$ cat src/rtl/vga_frame_receiver.sv
// VGA receive-side timing checker: locks to HSYNC/VSYNC and emits active pixels with row/col/colour.
// Latency 2 cycles input-to-pix_*/err_pulse; no backpressure (streaming monitor, never stalls).
module vga_frame_receiver #(
   parameter int   H_ACTIVE = 1600,
   parameter int   H_FP     = 64,
   parameter int   H_SYNC   = 192,
   parameter int   H_BP     = 304,
   parameter int   V_ACTIVE = 1200,
   parameter int   V_FP     = 1,
   parameter int   V_SYNC   = 3,
   parameter int   V_BP     = 46,
   parameter logic SYNC_POL = 1'b1
) (
   input  logic        clock_162,
   input  logic        rst,
   input  logic        HSYNC,
   input  logic        VSYNC,
   input  logic [3:0]  RED,
   input  logic [3:0]  GREEN,
   input  logic [3:0]  BLUE,
   output logic        pix_valid,
   output logic [10:0] pix_row,
   output logic [11:0] pix_col,
   output logic [11:0] pix_rgb,
   output logic        frame_start,
   output logic        locked,
   output logic        err_pulse,
   output logic [7:0]  err_count
);

   localparam int          H_TOTAL = H_ACTIVE + H_FP + H_SYNC + H_BP;
   localparam int          V_TOTAL = V_ACTIVE + V_FP + V_SYNC + V_BP;
   localparam logic [11:0] H_LAST  = 12'(H_TOTAL - 1);
   localparam logic [11:0] H_START = 12'(H_SYNC + H_BP);
   localparam logic [11:0] H_STOP  = 12'(H_SYNC + H_BP + H_ACTIVE - 1);
   localparam logic [10:0] V_LAST  = 11'(V_TOTAL - 1);
   localparam logic [10:0] V_START = 11'(V_SYNC + V_BP);
   localparam logic [10:0] V_STOP  = 11'(V_SYNC + V_BP + V_ACTIVE - 1);

   typedef enum logic [1:0] {ST_SEARCH, ST_VERIFY, ST_LOCKED} state_t;

   state_t      state, state_nx;
   logic        hs_q, vs_q, hs_prev, vs_prev;
   logic [11:0] rgb_q;
   logic        hs_edge, vs_edge;
   logic [11:0] hcnt, hcnt_nx;
   logic [10:0] vcnt, vcnt_nx;
   logic        vs_pend, vs_pend_nx, h_seen, v_seen;
   logic        vload, line_bad, frame_bad, viol, in_window, valid_nx, err_nx;

   always_ff @(posedge clock_162) begin
      if (rst) begin
         hs_q    <= ~SYNC_POL;
         vs_q    <= ~SYNC_POL;
         hs_prev <= ~SYNC_POL;
         vs_prev <= ~SYNC_POL;
         rgb_q   <= '0;
      end else begin
         hs_q    <= HSYNC;
         vs_q    <= VSYNC;
         hs_prev <= hs_q;
         vs_prev <= vs_q;
         rgb_q   <= {RED, GREEN, BLUE};
      end
   end

   assign hs_edge = (hs_q == SYNC_POL) && (hs_prev != SYNC_POL);
   assign vs_edge = (vs_q == SYNC_POL) && (vs_prev != SYNC_POL);

   // *_nx counts describe the pixel currently in the input stage.
   always_comb begin
      hcnt_nx = hs_edge ? 12'd0 : ((hcnt == 12'hFFF) ? hcnt : hcnt + 12'd1);
      vload   = hs_edge && (vs_edge || vs_pend);
      vcnt_nx = vcnt;
      if (vload)
         vcnt_nx = 11'd0;
      else if (hs_edge && (vcnt != 11'h7FF))
         vcnt_nx = vcnt + 11'd1;
      vs_pend_nx = vs_pend;
      if (vload)
         vs_pend_nx = 1'b0;
      else if (vs_edge && !hs_edge)
         vs_pend_nx = 1'b1;
      line_bad  = h_seen && (hs_edge ? (hcnt != H_LAST) : (hcnt == 12'hFFE));
      frame_bad = v_seen && (vload ? (vcnt != V_LAST) : (hs_edge && (vcnt == 11'h7FE)));
      viol      = line_bad || frame_bad;
      in_window = (hcnt_nx >= H_START) && (hcnt_nx <= H_STOP) &&
                  (vcnt_nx >= V_START) && (vcnt_nx <= V_STOP);
      valid_nx  = (state == ST_LOCKED) && in_window;
   end

   always_comb begin
      state_nx = state;
      err_nx   = 1'b0;
      case (state)
         ST_SEARCH: if (vload) state_nx = ST_VERIFY;
         ST_VERIFY: begin
            if (viol)
               state_nx = ST_SEARCH;
            else if (vload)
               state_nx = ST_LOCKED;
         end
         ST_LOCKED: begin
            if (viol) begin
               state_nx = ST_SEARCH;
               err_nx   = 1'b1;
            end
         end
         default: state_nx = ST_SEARCH;
      endcase
   end

   always_ff @(posedge clock_162) begin
      if (rst) begin
         state       <= ST_SEARCH;
         hcnt        <= '0;
         vcnt        <= '0;
         vs_pend     <= 1'b0;
         h_seen      <= 1'b0;
         v_seen      <= 1'b0;
         pix_valid   <= 1'b0;
         pix_row     <= '0;
         pix_col     <= '0;
         pix_rgb     <= '0;
         frame_start <= 1'b0;
         err_pulse   <= 1'b0;
         err_count   <= '0;
      end else begin
         state       <= state_nx;
         hcnt        <= hcnt_nx;
         vcnt        <= vcnt_nx;
         vs_pend     <= vs_pend_nx;
         h_seen      <= h_seen || hs_edge;
         v_seen      <= v_seen || vload;
         pix_valid   <= valid_nx;
         if (valid_nx) begin
            pix_row <= vcnt_nx - V_START;
            pix_col <= hcnt_nx - H_START;
            pix_rgb <= rgb_q;
         end
         frame_start <= valid_nx && (hcnt_nx == H_START) && (vcnt_nx == V_START);
         err_pulse   <= err_nx;
         if (err_nx && (err_count != 8'hFF))
            err_count <= err_count + 8'd1;
      end
   end

   assign locked = (state == ST_LOCKED);

endmodule
$ cat config.mk
export PLATFORM = sky130hd
export DESIGN_NAME = vga_frame_receiver
export DESIGN_NICKNAME = d
export VERILOG_FILES = /design/src/rtl/vga_frame_receiver.sv
export SDC_FILE = /design/constraint.sdc
export NUM_CORES = 1
export LEC_CHECK = 0
export BUFFER_PORTS_ARGS = -buffer_cell sky130_fd_sc_hd__buf_2
export CORE_UTILIZATION = 60
export DETAILED_ROUTE_END_ITERATION = 6
export PLACE_DENSITY = 0.83
export RECOVER_POWER = 100
export SLEW_MARGIN = 20
export SYNTH_ARGS = -nofsm -noshare
export SYNTH_HDL_FRONTEND = slang
export SYNTH_SLANG_ARGS = --single-unit
$ cat constraint.sdc
create_clock -name clock_162 -period 5.34 [get_ports clock_162]
set_clock_uncertainty 0.15 [all_clocks]
set_input_delay 0.267 -clock clock_162 [delete_from_list [all_inputs] [get_ports clock_162]]
set_output_delay 0.267 -clock clock_162 [all_outputs]
set_load 0.05 [all_outputs]
---- After elaboration in Yosys (flattened, before gate mapping) ----
Cells that the tools add are included.
word-level totals
  register bits after elaboration ......... 90
  input port bits ......................... 16
cells by class
  add/sub/neg operators ................... 5
  order comparisons ....................... 4
  equality and inequality tests ........... 14
  muxes and demuxes ....................... 13
  bitwise operators ....................... 2
  reductions and logical operators ........ 23
operator list
  operator                                                                              count
  12-bit == test, second input constant                                                 2
  12-bit two-way mux                                                                    2
  11-bit two-way mux                                                                    2
  11-bit inequality test, second input constant                                         2
  1-bit logical AND                                                                     15
  12-bit by 1-bit adder with 12-bit output, second input constant                       1
  12-bit by 9-bit == test with 1-bit output, second input constant                      1
  12-bit by 9-bit greater-or-equal comparator with 1-bit output, second input constant  1
  12-bit <= comparator, second input constant                                           1
  12-bit inequality test, second input constant                                         1
  12-bit by 9-bit subtractor with 12-bit output, second input constant                  1
  11-bit by 1-bit adder with 11-bit output, second input constant                       1
  11-bit == test, second input constant                                                 1
  11-bit by 6-bit == test with 1-bit output, second input constant                      1
  11-bit by 6-bit greater-or-equal comparator with 1-bit output, second input constant  1
  11-bit <= comparator, second input constant                                           1
  11-bit by 6-bit subtractor with 11-bit output, second input constant                  1
  8-bit by 1-bit adder with 8-bit output, second input constant                         1
  2-bit two-way mux                                                                     4
  8-bit inequality test, second input constant                                          1
  2-bit case mux with 3 select lines                                                    1
  1-bit logical OR                                                                      4
  1-bit two-way mux                                                                     4
  3-bit inequality test, second input constant                                          1
  other kinds (9)                                                                       10

---- Depth between registers and ports, before layout ----
  word-level depth ........................ 11
  depth in mapped cells ................... 16

---- Worst setup path before layout ----
Ideal clock, no wire load.
  path type ............................... reg-to-reg
  from .................................... register hcnt[0]
  to ...................................... register pix_col[11]
  library setup time ...................... 136 ps
  arrival ................................. 3,386 ps
  data required time ...................... 5,054 ps
  slack ................................... 1,668 ps
  stages on the path, launching flop included .. 16
  path buffers ............................ 3
  path through ............................ dfxtp_1 -> ha_1 -> nand3_1 -> or3_1 -> buf_2 -> a211o_1 -> inv_1 -> ha_1 -> nand2_1 -> o41a_1 -> or4_4 -> o31a_1 -> buf_6 -> nor2_8 -> buf_12 -> a211oi_2
on the way
  word-level cells in the longest chain between the ends .. 8
ends and longest elaborated chain
  element                                                                                                line  text
  start, declared                                                                                        46    logic [11:0] hcnt, hcnt_nx;
  start signal, assigned                                                                                 130   hcnt <= hcnt_nx;
  12-bit by 1-bit adder with 12-bit output or 12-bit == test (tied branches)                             72    hcnt_nx = hs_edge ? 12'd0 : ((hcnt == 12'hFFF) ? hcnt : hcnt + 12'd1);
  12-bit two-way mux (*) (2 in a row)                                                                    72
  via hcnt_nx[5]                                                                                         46
  12-bit by 9-bit greater-or-equal comparator with 1-bit output or 12-bit <= comparator (tied branches)  87    in_window = (hcnt_nx >= H_START) && (hcnt_nx <= H_STOP) &&
  1-bit logical AND (2 in a row)                                                                         87
  1-bit logical AND                                                                                      88    (vcnt_nx >= V_START) && (vcnt_nx <= V_STOP);
  1-bit logical AND                                                                                      89    valid_nx = (state == ST_LOCKED) && in_window;
  end signal, assigned                                                                                   138   pix_col <= hcnt_nx - H_START;
  end, declared                                                                                          23    output logic [11:0] pix_col,
The timed path passes the listed nets; every way through them passes the cells marked *.
A chain may end at the register's enable or synchronous reset.

---- Worst setup path after layout ----
  from .................................... register vcnt[0]
  to ...................................... register pix_rgb[1]
on the way
  word-level cells in the longest chain between the ends .. 8
ends and longest elaborated chain
  element                                                                           line  text
  start, declared                                                                   47    logic [10:0] vcnt, vcnt_nx;
  start signal, assigned                                                            131   vcnt <= vcnt_nx;
  branches (longest 2 deep; another with 11-bit by 1-bit adder with 11-bit output)  --
  11-bit two-way mux (*)                                                            77    else if (hs_edge && (vcnt != 11'h7FF))
  11-bit two-way mux (*)                                                            75    if (vload)
  via vcnt_nx[0]                                                                    47
  11-bit by 6-bit greater-or-equal comparator with 1-bit output                     88
  1-bit logical AND                                                                 87
  1-bit logical AND (*)                                                             88
  1-bit logical AND (*)                                                             89
  end signal, assigned                                                              139   pix_rgb <= rgb_q;
  end, declared                                                                     24    output logic [11:0] pix_rgb,
Mark *: on every way through the listed nets, which the timed path passes.

==> metrics.cfg <==
[floorplanning]
rows=30
fp.dieH_um=87.5
io-pin-count=63
core-area_um2=6940
fp.dieArea_um2=7660
die_w_um=87.5
initial_core_util=0.632

[finish]
design_area_um2=4930
drive_gt1_frac=0.0808
fillers=571
register_area_um2=1800
final_common_cell=dfxtp_1
multi_input_area_um2=2320
nNetsFinal=591
syn_to_final_growth_pct=12.4
final_cell_mix=90 x dfxtp_1, 48 x nor2_1, 48 x clkbuf_1
antennaDiodeCount=0

[run]
drv_cap=1

[power_and_ir_drop]
p_clk_frac=0.388
swShare=0.238
power_leakage_nw=1.78
p_comb_frac=0.057
vdd_ir_drop_max_mv=0.218
internal-power_uw=944
p_per_area_nw_per_um2=251
netSwitchingPower_uw=295
pwr-share-seq=0.555

[clock_network]
cts_tree=done
cts-root-buf=clkbuf_8
cts_made_buffers=9
clockBufferDepth=2
cts_htree_levels=3
clk_pin_slew_ns=0.09
cts_hold_buf=14
cts_resized=0
clkSinkCount=90
post_cts_buffers=0
insertion_delay_ns=0.36

[logic_synthesis]
ys.flop_type=dfxtp_1
synth_edf_count=0
syn-num-nets=530
async_flop_share=0
ys_seq_area_frac=0.410
syn_area_per_cell_um2=8.73
syn_inst=503
synth_cell_type_count=63
yosys_register_bits=90
yosys_warnings=0
synthesis.area_um2=4390

[timing]
setup_viol=0
setup_ws_ns=0.792
fmax_mhz=220
rsz0062_at_grt=no
timing.final.crit_share=0.852
tightest_slew_ns=3.30
finalHoldViolCount=0
maxSlewViolCount=76
period_needed_ns=4.55
fin_setup_tns_ns=0
slew_headroom=-1.20

[critical_path]
start_kind=flip-flop
ff2ff_setup_slack_ns=0.79
arrival_ns=4.63
required_ns=5.42
rr_endpoint=pix_rgb[1]
crit_type=reg2reg
r2r_cells=13
r2r-start=vcnt[0]
end_kind=flip-flop
worstPathMaxFanout=19

[grt]
grt-ovfl-total=0
grt_antenna_before_repair=0
grt_pass1_vias=3681
grt_max_degree=76
grt_usage=0.299
grt_pass1_wl_mm=17.6

[routing]
first_pass_iters=5
drt_iter0_markers=311
routedWlPerCell_um=16.7
via_per_inst=6.14
vias=4085
drtAntennaViolNets=0
wl_mm=11.1
drc=0

[worst_hold_path]
holdPathStages=2
min_path_type=reg2reg
min-delay-start=rgb_q[7]
min_to=pix_rgb[7]

[placement]
port_buffers=62
routabilityCongestion=0.898
placed_cell_area_um2=4700
pre_cts_slack_ns=1.07
hpwlAfterDp_mm=7.42

[status]
outcome=complete, but fails checks
violations=capacitance limit, slew limit

[power groups by stage]
stage	Sequential, mW	Clock [mW]	Combinational (mW)
after floorplan	0.701	0	0.0445
after global placement	0.703	0	0.0602
after detailed placement	0.703	0	0.0612
after CTS	0.688	0.488	0.0694
after global routing	0.690	0.514	0.0770
final	0.688	0.481	0.0706
[synthesized netlist by cell type (all sizes together) (4+ instances only)]
cell type | number | area share
a211oi | 19 | 0.038
a21oi | 43 | 0.049
a311oi | 4 | 0.0080
a31oi | 4 | 0.0057
a41oi | 7 | 0.014
and2 | 5 | 0.0071
and3 | 10 | 0.014
buf | 9 | 0.018
clkbuf | 23 | 0.020
dfxtp | 90 | 0.41
ha | 11 | 0.031
inv | 12 | 0.010
mux2i | 4 | 0.0091
nand2 | 30 | 0.026
nand2b | 5 | 0.0071
nand3 | 32 | 0.036
nand4 | 12 | 0.022
nor2 | 49 | 0.046
nor2b | 17 | 0.024
nor3 | 12 | 0.015
nor4 | 8 | 0.011
nor4b | 5 | 0.010
o211ai | 4 | 0.0068
o21ai | 31 | 0.040
or3 | 4 | 0.0057
xnor2 | 12 | 0.024
xor2 | 8 | 0.016
[worst max-delay path, cell delays in order (launching register included)]
cell	delay, ns
dfxtp_1	0.46
ha_1	0.32
nand3_1	0.19
or3_1	0.40
o21ai_0	0.49
nand2_1	0.14
o21ai_0	0.14
inv_1	0.13
ha_1	0.21
nor4b_1	0.15
o311a_1	0.39
o32ai_2	0.73
o21ai_0	0.28
a21oi_1	0.25
[logic make-up (layout without fill, tap and decap cells)]
kind of cell | after synthesis | count (layout) | share of synthesized area
flip-flops | 90 | 90 | 0.410
buffers and inverters | 44 | 110 | 0.0482
AO/OA/AOI/OAI | 131 | 131 | 0.209
XOR/XNOR | 20 | 20 | 0.0399
adder cells (fa/ha/maj) | 11 | 11 | 0.0313
AND/OR/NAND/NOR | 202 | 202 | 0.250
multiplexers | 5 | 5 | 0.0117
[how the worst max path moves through the flow]
| stage | startpoint | to | cells after the start |
|---|---|---|---|
| after detailed placement | hcnt[0] | pix_row[8] | 13 |
| after floorplan | hcnt[0] | pix_col[11] | 15 |
| after global placement | hcnt[0] | pix_row[8] | 13 |
| after CTS | hcnt[0] | pix_row[2] | 13 |
| after global routing | vcnt[0] | pix_row[2] | 13 |
| final | vcnt[0] | pix_rgb[1] | 13 |
[layer usage]
| metal | vias to the layer above | track usage | wire (µm) |
|---|---|---|---|
| met2 | 154 | 0.493 | 5450 |
| li1 | 1958 | - | - |
| met3 | 34 | 0.0613 | 620 |
| met4 | 0 | 0.149 | 362 |
| met1 | 1939 | 0.373 | 4640 |
| met5 | - | 0 | 0 |
[registers in the layout, summed over array words and instances, names as in the netlist]
register / count
hcnt: 12
pix_col: 12
pix_rgb: 12
rgb_q: 12
pix_row: 11
vcnt: 11
err_count: 8
state: 2
err_pulse: 1
frame_start: 1
h_seen: 1
hs_prev: 1
hs_q: 1
pix_valid: 1
v_seen: 1
vs_pend: 1
vs_prev: 1
vs_q: 1
[stage by stage]
stage / util / hold WS, ns / power (mW) / instances
after floorplan: - / 0.245 / 0.746 / 503
after global placement: 0.677 / 0.281 / 0.763 / 635
after detailed placement: 0.677 / 0.291 / 0.764 / 635
after CTS: 0.727 / 0.301 / 1.25 / 665
after global routing: 0.710 / 0.320 / 1.28 / 665
final: 0.710 / 0.298 / 1.24 / 665
[area by class of cell]
class,instances,share of cell area
multi-input cells,369,0.471
repair buffers,82,0.0878
inverters,12,0.00913
flip-flops and latches,90,0.365
clock buffers,10,0.0279
well taps,96,0.0243
clock inverters,6,0.0145
Power figures use the tool's default switching activity.
